[src/rtl/uart_rx.sv]
// 8N1 UART receiver.
// Receives bytes from the asynchronous serial line rxd_in, LSB first.
// Each correctly framed byte is shown on data_out, and new_data is raised
// until the consumer pulses read.
// A start bit is confirmed half a bit after the falling edge. Each later bit
// is then sampled one full bit period after the previous one.
module uart_rx #(
  parameter int CLKS_PER_BIT = 1302
) (
  input  logic       clk,
  input  logic       rst,
  input  logic       rxd_in,
  input  logic       read,
  output logic [7:0] data_out,
  output logic       new_data
);

  localparam int HALF_BIT = CLKS_PER_BIT / 2;
  localparam int CNT_W    = (CLKS_PER_BIT > 1) ? $clog2(CLKS_PER_BIT) : 1;

  localparam logic [CNT_W-1:0] BIT_LAST  = CNT_W'(CLKS_PER_BIT - 1);
  localparam logic [CNT_W-1:0] HALF_LAST = CNT_W'(HALF_BIT - 1);

  typedef enum logic [2:0] {
    S_IDLE,
    S_START,
    S_DATA,
    S_STOP,
    S_WAIT_IDLE
  } state_e;

  state_e           state_q, state_d;
  logic [CNT_W-1:0] cnt_q,   cnt_d;
  logic [2:0]       idx_q,   idx_d;
  logic [7:0]       shift_q, shift_d;
  logic [7:0]       data_q,  data_d;
  logic             new_q,   new_d;
  logic             sync1_q, sync2_q;
  logic             rx;

  // Two-flop synchroniser for the asynchronous line. It resets to the idle
  // (high) level so that leaving reset never looks like a start bit.
  always_ff @(posedge clk or negedge rst) begin
    if (!rst) begin
      sync1_q <= 1'b1;
      sync2_q <= 1'b1;
    end else begin
      sync1_q <= rxd_in;
      sync2_q <= sync1_q;
    end
  end

  assign rx = sync2_q;

  // Register for the state, the counters, the shift register and the outputs.
  always_ff @(posedge clk or negedge rst) begin
    if (!rst) begin
      state_q <= S_IDLE;
      cnt_q   <= '0;
      idx_q   <= '0;
      shift_q <= '0;
      data_q  <= '0;
      new_q   <= 1'b0;
    end else begin
      state_q <= state_d;
      cnt_q   <= cnt_d;
      idx_q   <= idx_d;
      shift_q <= shift_d;
      data_q  <= data_d;
      new_q   <= new_d;
    end
  end

  // Next state and bit sampling. A read clears new_data first. A byte that
  // completes on the same cycle sets it again, so the new byte is not lost.
  always_comb begin
    state_d = state_q;
    cnt_d   = cnt_q;
    idx_d   = idx_q;
    shift_d = shift_q;
    data_d  = data_q;
    new_d   = new_q;

    if (read) begin
      new_d = 1'b0;
    end

    case (state_q)
      S_IDLE: begin
        cnt_d = '0;
        if (!rx) begin
          state_d = S_START;
        end
      end

      S_START: begin
        if (cnt_q == HALF_LAST) begin
          cnt_d = '0;
          idx_d = '0;
          // A line that is high again at mid-start-bit was only a glitch.
          state_d = rx ? S_IDLE : S_DATA;
        end else begin
          cnt_d = cnt_q + CNT_W'(1);
        end
      end

      S_DATA: begin
        if (cnt_q == BIT_LAST) begin
          cnt_d          = '0;
          shift_d[idx_q] = rx;
          if (idx_q == 3'd7) begin
            state_d = S_STOP;
          end else begin
            idx_d = idx_q + 3'd1;
          end
        end else begin
          cnt_d = cnt_q + CNT_W'(1);
        end
      end

      S_STOP: begin
        if (cnt_q == BIT_LAST) begin
          cnt_d = '0;
          if (rx) begin
            data_d  = shift_q;
            new_d   = 1'b1;
            state_d = S_IDLE;
          end else begin
            // Framing error: drop the byte. Wait for the line to return high
            // so that a stuck-low line cannot start another frame.
            state_d = S_WAIT_IDLE;
          end
        end else begin
          cnt_d = cnt_q + CNT_W'(1);
        end
      end

      S_WAIT_IDLE: begin
        cnt_d = '0;
        if (rx) begin
          state_d = S_IDLE;
        end
      end

      default: begin
        state_d = S_IDLE;
        cnt_d   = '0;
      end
    endcase
  end

  assign data_out = data_q;
  assign new_data = new_q;

endmodule

[config.mk]
export PLATFORM = sky130hd
export DESIGN_NAME = uart_rx
export DESIGN_NICKNAME = d
export VERILOG_FILES = /design/src/rtl/uart_rx.sv
export SDC_FILE = /design/constraint.sdc
export NUM_CORES = 1
export LEC_CHECK = 0
export ABC_CLOCK_PERIOD_IN_PS = 5150
export CAP_MARGIN = 5
export CELL_PAD_IN_SITES_DETAIL_PLACEMENT = 0
export CELL_PAD_IN_SITES_GLOBAL_PLACEMENT = 1
export CORE_MARGIN = 2
export CORE_UTILIZATION = 50
export CTS_CLUSTER_DIAMETER = 50
export DETAILED_ROUTE_END_ITERATION = 10
export DONT_BUFFER_PORTS = 1
export PLACE_DENSITY_LB_ADDON = 0.1
export RECOVER_POWER = 25
export SETUP_SLACK_MARGIN = 0.2
export SYNTH_ARGS = -nofsm -noshare
export SYNTH_HDL_FRONTEND = slang
export SYNTH_SLANG_ARGS = --single-unit
export TNS_END_PERCENT = 30
[constraint.sdc]
create_clock -name clk -period 5.15 [get_ports clk]
set_input_delay 1.03 -clock clk [delete_from_list [all_inputs] [get_ports clk]]
set_output_delay 1.03 -clock clk [all_outputs]
set_load 0.02 [all_outputs]
Yosys cells after proc, flatten, opt, wreduce, memory -nomap -nowiden
Index checks and enable logic that the tools add are counted.
- logic and storage cells: 57
- bits of input ports: 4
- output and inout bits: 9
- flip-flop bits (word level): 36
- equality and inequality tests: 14
- $add $sub $neg: 2
- reductions and logical operators: 8
- muxes and demuxes: 23
- magnitude comparators: 2
- operator list (kind ; number):
    3-bit 2-to-1 mux ; 10
    11-bit 2-to-1 mux ; 2
    11-bit case mux with 2 select lines ; 1
    3-bit case mux with 5 select lines ; 1
    2-bit != test (second input constant) ; 7
    11-bit by 1-bit adder with 11-bit output (second input constant) ; 1
    11-bit by 10-bit equality test with 1-bit output (second input constant) ; 1
    11-bit equality test (second input constant) ; 1
    8-bit bitwise mux ; 1
    3-bit by 2-bit equality test with 1-bit output (second input constant) ; 2
    3-bit equality test (second input constant) ; 2
    3-bit case mux with 2 select lines ; 1
    6-bit AND reduction ; 1
    1-bit 2-to-1 mux ; 5
    3-bit by 4-bit less-than comparator with 1-bit output (second input constant) ; 1
    4-bit AND reduction ; 1
    3-bit by 1-bit adder with 3-bit output (second input constant) ; 1
    1-bit demux with 3-bit select ; 1
    3-bit by 1-bit equality test with 1-bit output (second input constant) ; 1
    3-bit by 1-bit >= comparator with 1-bit output (second input constant) ; 1
    3-bit zero test ; 1
    3-bit AND reduction ; 1
    2-bit 2-to-1 mux ; 1
    2-bit AND reduction ; 1
    other kinds (3) ; 3

Depth between registers and ports, before layout
- depth after elaboration: 5
- gate-level depth with buffers: 7
- depth with buffers taken out: 6

Least setup slack after synthesis
Ideal clock, no wire load.
- path type: reg-to-reg
- from: register cnt_q[1]
- to: register shift_q[4]
- cell stages (with the launch flop): 8
- path slack: 3.326 ns
- buffers on the path: 1
- data arrival time: 1.699 ns
- library setup time: 0.125 ns
- period minus slack after synthesis: 1.824 ns
- data required time: 5.025 ns
- cells stage by stage: dfrtp_1 > inv_1 > ha_1 > and4b_2 > nand4_2 > buf_6 > nor4b_1 > mux2_2
- longest elaborated chain between the ends: 2
- RTL lines (element ; line ; source):
    from (decl) ; 33 ; logic [CNT_W-1:0] cnt_q, cnt_d;
    from (signal assigned) ; 66 ; cnt_q <= cnt_d;
    11-bit equality test ; 108 ; if (cnt_q == BIT_LAST) begin
    2-bit AND reduction (no line) ; - ;
    to (signal assigned) ; 68 ; shift_q <= shift_d;
    to (decl) ; 35 ; logic [7:0] shift_q, shift_d;
No other way between the ends.
A chain may end at the register's enable or synchronous reset.

Worst setup path after layout
- from: register cnt_q[2]
- to: register cnt_q[6]
- longest elaborated chain between the ends: 3
- elaborated cells between the ends (all ways): 6
- classes of those cells: 1 x add/sub; 2 x eq/ne; 3 x mux
- RTL lines (element ; line ; source):
    11-bit by 1-bit adder with 11-bit output (tied with other cells) ; 103, 117, 134 ;
    11-bit 2-to-1 mux, on equally long branches ; 108, 122, 97 ;
    11-bit case mux with 2 select lines * ; 88 ; case (state_q)
    net cnt_d[6] ; 33 ;
Mark *: on every way through the listed nets, which the timed path passes. The rest lies on a longest branch.

==> flow_summary_export.csv <==
group,metric,value,unit
drt,wire_per_inst,14.81,um
synth,ys.flop_type,"dfrtp_1",
global_route,grt-ovfl-total,0,
cts,path_clk_slew,110,ps
power,swShare,20.27,%
timing,fin_setup_tns,0,ps
synth,yosysWarningCount,0,
cts,postCtsHoldBufs,0,
run_status,outcome,"finished, final reports clean",
setup_path,reg2reg_slack,2910,ps
global_route,antenna_found_initial,0,
drt,detail-route-antenna-nets,0,
power,internal-power,351.2,uW
synth,synth_most_common_cell,"dfrtp_1",
global_route,grt_max_degree,37,
timing,final.setup_skew,8.515,ps
setup_path,crit_chain,"or4b_4 -> nor3_2 -> a2bb2oi_1 -> nor2_1",
synth,synth_xor_area_share,4.986,%
synth,synthCells,150,
synth,syn_nets,159,
floorplan,row_count,21,
setup_path,crit_path_end_kind,"register",
floorplan,dieArea,4004,sq um
power,ir_worst_vdd,0.0002348,V
floorplan,die_y,63.28,um
synth,syn_avg_cell_area,11.71,sq um
synth,yosys.area_share.simple,19.52,%
global_route,grt.total_usage,16.67,%
synth,synth_edf_count,0,
power,p_switching,89.27,uW
cts,clock-sinks,36,
timing,layout_min_cycle_time,2241,ps
floorplan,start_util,52.23,%
floorplan,die_w,63.28,um
timing,hold_viol,0,
drt,route.detailed.drc,0,
cts,cts_setup_buffers,0,
cts,cts_buffer_depth,2,
placed_design,io_buffers,0,
global_route,grt_pass1_wl,5140,um
setup_path,path_max_fanout,11,
power,combPwrFrac,0.2,%
power,p_per_area,241.3,nW/um^2
timing,max_freq,0.4463,GHz
timing,timing.final.crit_share,43.51,%
placed_design,place.gp.congestion,0.7349,
synth,netlist_area,1757,sq um
drt,via_per_inst,5.553,
synth,synth.area.mux_share,11.11,%
drt,first_pass_iters,4,
final_layout,syn_to_final_growth,3.917,%
cts,cts_resized,0,
timing,setup_viol,0,
drt,vias,1094,
floorplan,io_pins,13,
setup_path,cp-start-kind,"register",
cts,clk_latency,330,ps
synth,ys_ff_latch,36,
synth,synth_top_family_by_area,"simple AND/OR/NAND/NOR gates",
floorplan,core,3363,sq um
setup_path,critical_path_class,"register to register",
placed_design,hpwl,2060,um
cts,h-tree-depth,2,
setup_path,r2r_end,"cnt_q[6]",
synth,ys_types,42,
synth,synth_top_cell_area_share,48.43,%
synth,synth_top_area_cell,"dfrtp_1",
cts,cts-buffers-inserted,5,
power,power_leakage,0.7979,nW
setup_path,r2r_start,"cnt_q[2]",
power,seqPwrFrac,64.8,%
setup_path,r2r_cells,4,
global_route,grt_pass1_vias,1116,
timing,worst_slew_pin_slew,903.5,ps
final_layout,final_nets,159,
power,power.share.clock,35.0,%
cts,tritoncts,"yes",
drt,drt_wl_total,2918,um
synth,synthTopCellsByArea,"dfrtp_1 48%, mux2_2 10%, ha_1 3.6%, nor2_1 3.4%, dfstp_2 3.0%",
final_layout,diodes,0,
timing,drv_slew,0,
setup_path,crit_start,"cnt_q[2]",
final_layout,final_layout_size_suffix_gt1_share,25.17,%
setup_path,cp_data_arrival_time,2420,ps
final_layout,finalNonFillerCells,197,
synth,async_flop_share,100.0,%
setup_path,worstPathRequired,5330,ps
synth,yosysSeqAreaShare,51.42,%
synth,synth.top_cells.by_count,"34 x dfrtp_1, 16 x mux2_2, 16 x nor2_1",
flow_run,drv_cap,0,
timing,rsz0062_at_grt,"false",
drt,drtIter0Drc,72,
synth,synthAdderAreaFrac,3.561,%
cts,root_buffer,"clkbuf_4",
setup_path,endpoint,"cnt_q[6]",
synth,synth_compound_area_share,4.986,%
setup_path,cp_slowest_cell,"a2bb2oi_1",
timing,relSlewSlack,39.53,%
placed_design,dp.cells,189,
min_path,hold_class,"register to register",
setup_path,cpPeakStageDelay,770,ps
## sequential cells by signal, indices dropped and copies added (netlist names)
register / count
new_data: 1
sync1_q: 1
cnt_q: 11
data_out: 8
state_q: 3
shift_q: 8
idx_q: 3
rx: 1
## cell families after synthesis
group,count (synthesis)
AND/OR/NAND/NOR,58
multiplexers,17
buffers and inverters,14
XOR/XNOR,10
AO/OA/AOI/OAI,10
flip-flops,36
adder cells (fa/ha/maj),5
## worst min path at each step
stage,end,cells after the start,from,slack [ps]
2_1_floorplan,rx,0,sync1_q,350
3_3_place_gp,rx,0,sync1_q,350
3_5_place_dp,rx,0,sync1_q,350
4_1_cts,shift_q[4],0,rst,360
5_1_grt,cnt_q[5],0,rst,340
6_report,rx,0,sync1_q,360
## power groups by stage
stage	clock (mW)	combinational (mW)	sequential [mW]
after floorplan	0	0.00136	0.290
after global placement	0	0.000640	0.291
after detailed placement	0	0.000677	0.291
after CTS	0.161	0.000677	0.286
after global routing	0.178	0.000766	0.286
final	0.154	0.000661	0.285
## routing by layer
layer / GRT usage, % / vias to the layer above / part of all wire (%)
li1: - / 532 / -
met1: 22.72 / 545 / 51
met2: 24.73 / 13 / 43
met3: 5.536 / 4 / 3.7
met4: 6.522 / 0 / 1.4
met5: 0 / - / 0
## stage by stage
stage / hold WS [ps] / area [sq um] / setup WS [ps] / power, mW / utilization, %
2_1_floorplan: 345.2 / 1757 / 3326 / 0.2911 / -
3_3_place_gp: 347.0 / 1763 / 2989 / 0.2916 / 52.42
3_5_place_dp: 349.3 / 1763 / 2877 / 0.2917 / 52.42
4_1_cts: 358.6 / 1826 / 2867 / 0.4477 / 54.28
5_1_grt: 338.5 / 1826 / 2657 / 0.4643 / 54.28
6_report: 364.5 / 1826 / 2909 / 0.4405 / 54.28
## cell type report
class / count / area [sq um]
sequential: 36 / 903.4
clock inverter: 1 / 7.507
tap: 46 / 57.56
fill: 317 / 1538
inverter: 7 / 26.28
multi-input combinational: 100 / 775.7
clock buffer: 7 / 55.05
## critical path, delay by kind of cell (launching register included)
| kind | cells | cell delay [ps] |
|---|---|---|
| and+or+nand+nor | 3 | 860 |
| DFF | 1 | 460 |
| AOI/OAI and AO/OA | 1 | 770 |
## placed cells by master, fill, tap and decap left out, types with 2 or more instances in the layout
cell type / instances
a22o_2: 2
clkbuf_4: 5
dfrtp_1: 34
dfstp_2: 2
ha_1: 5
inv_1: 7
mux2_2: 16
nand2_1: 7
nand2b_1: 2
nand3_1: 5
nand4_1: 3
nor2_1: 16
nor3_1: 3
nor4_1: 6
nor4b_1: 3
xnor2_1: 4
xor2_1: 6
Note: power is estimated with default switching activity, not from simulation.
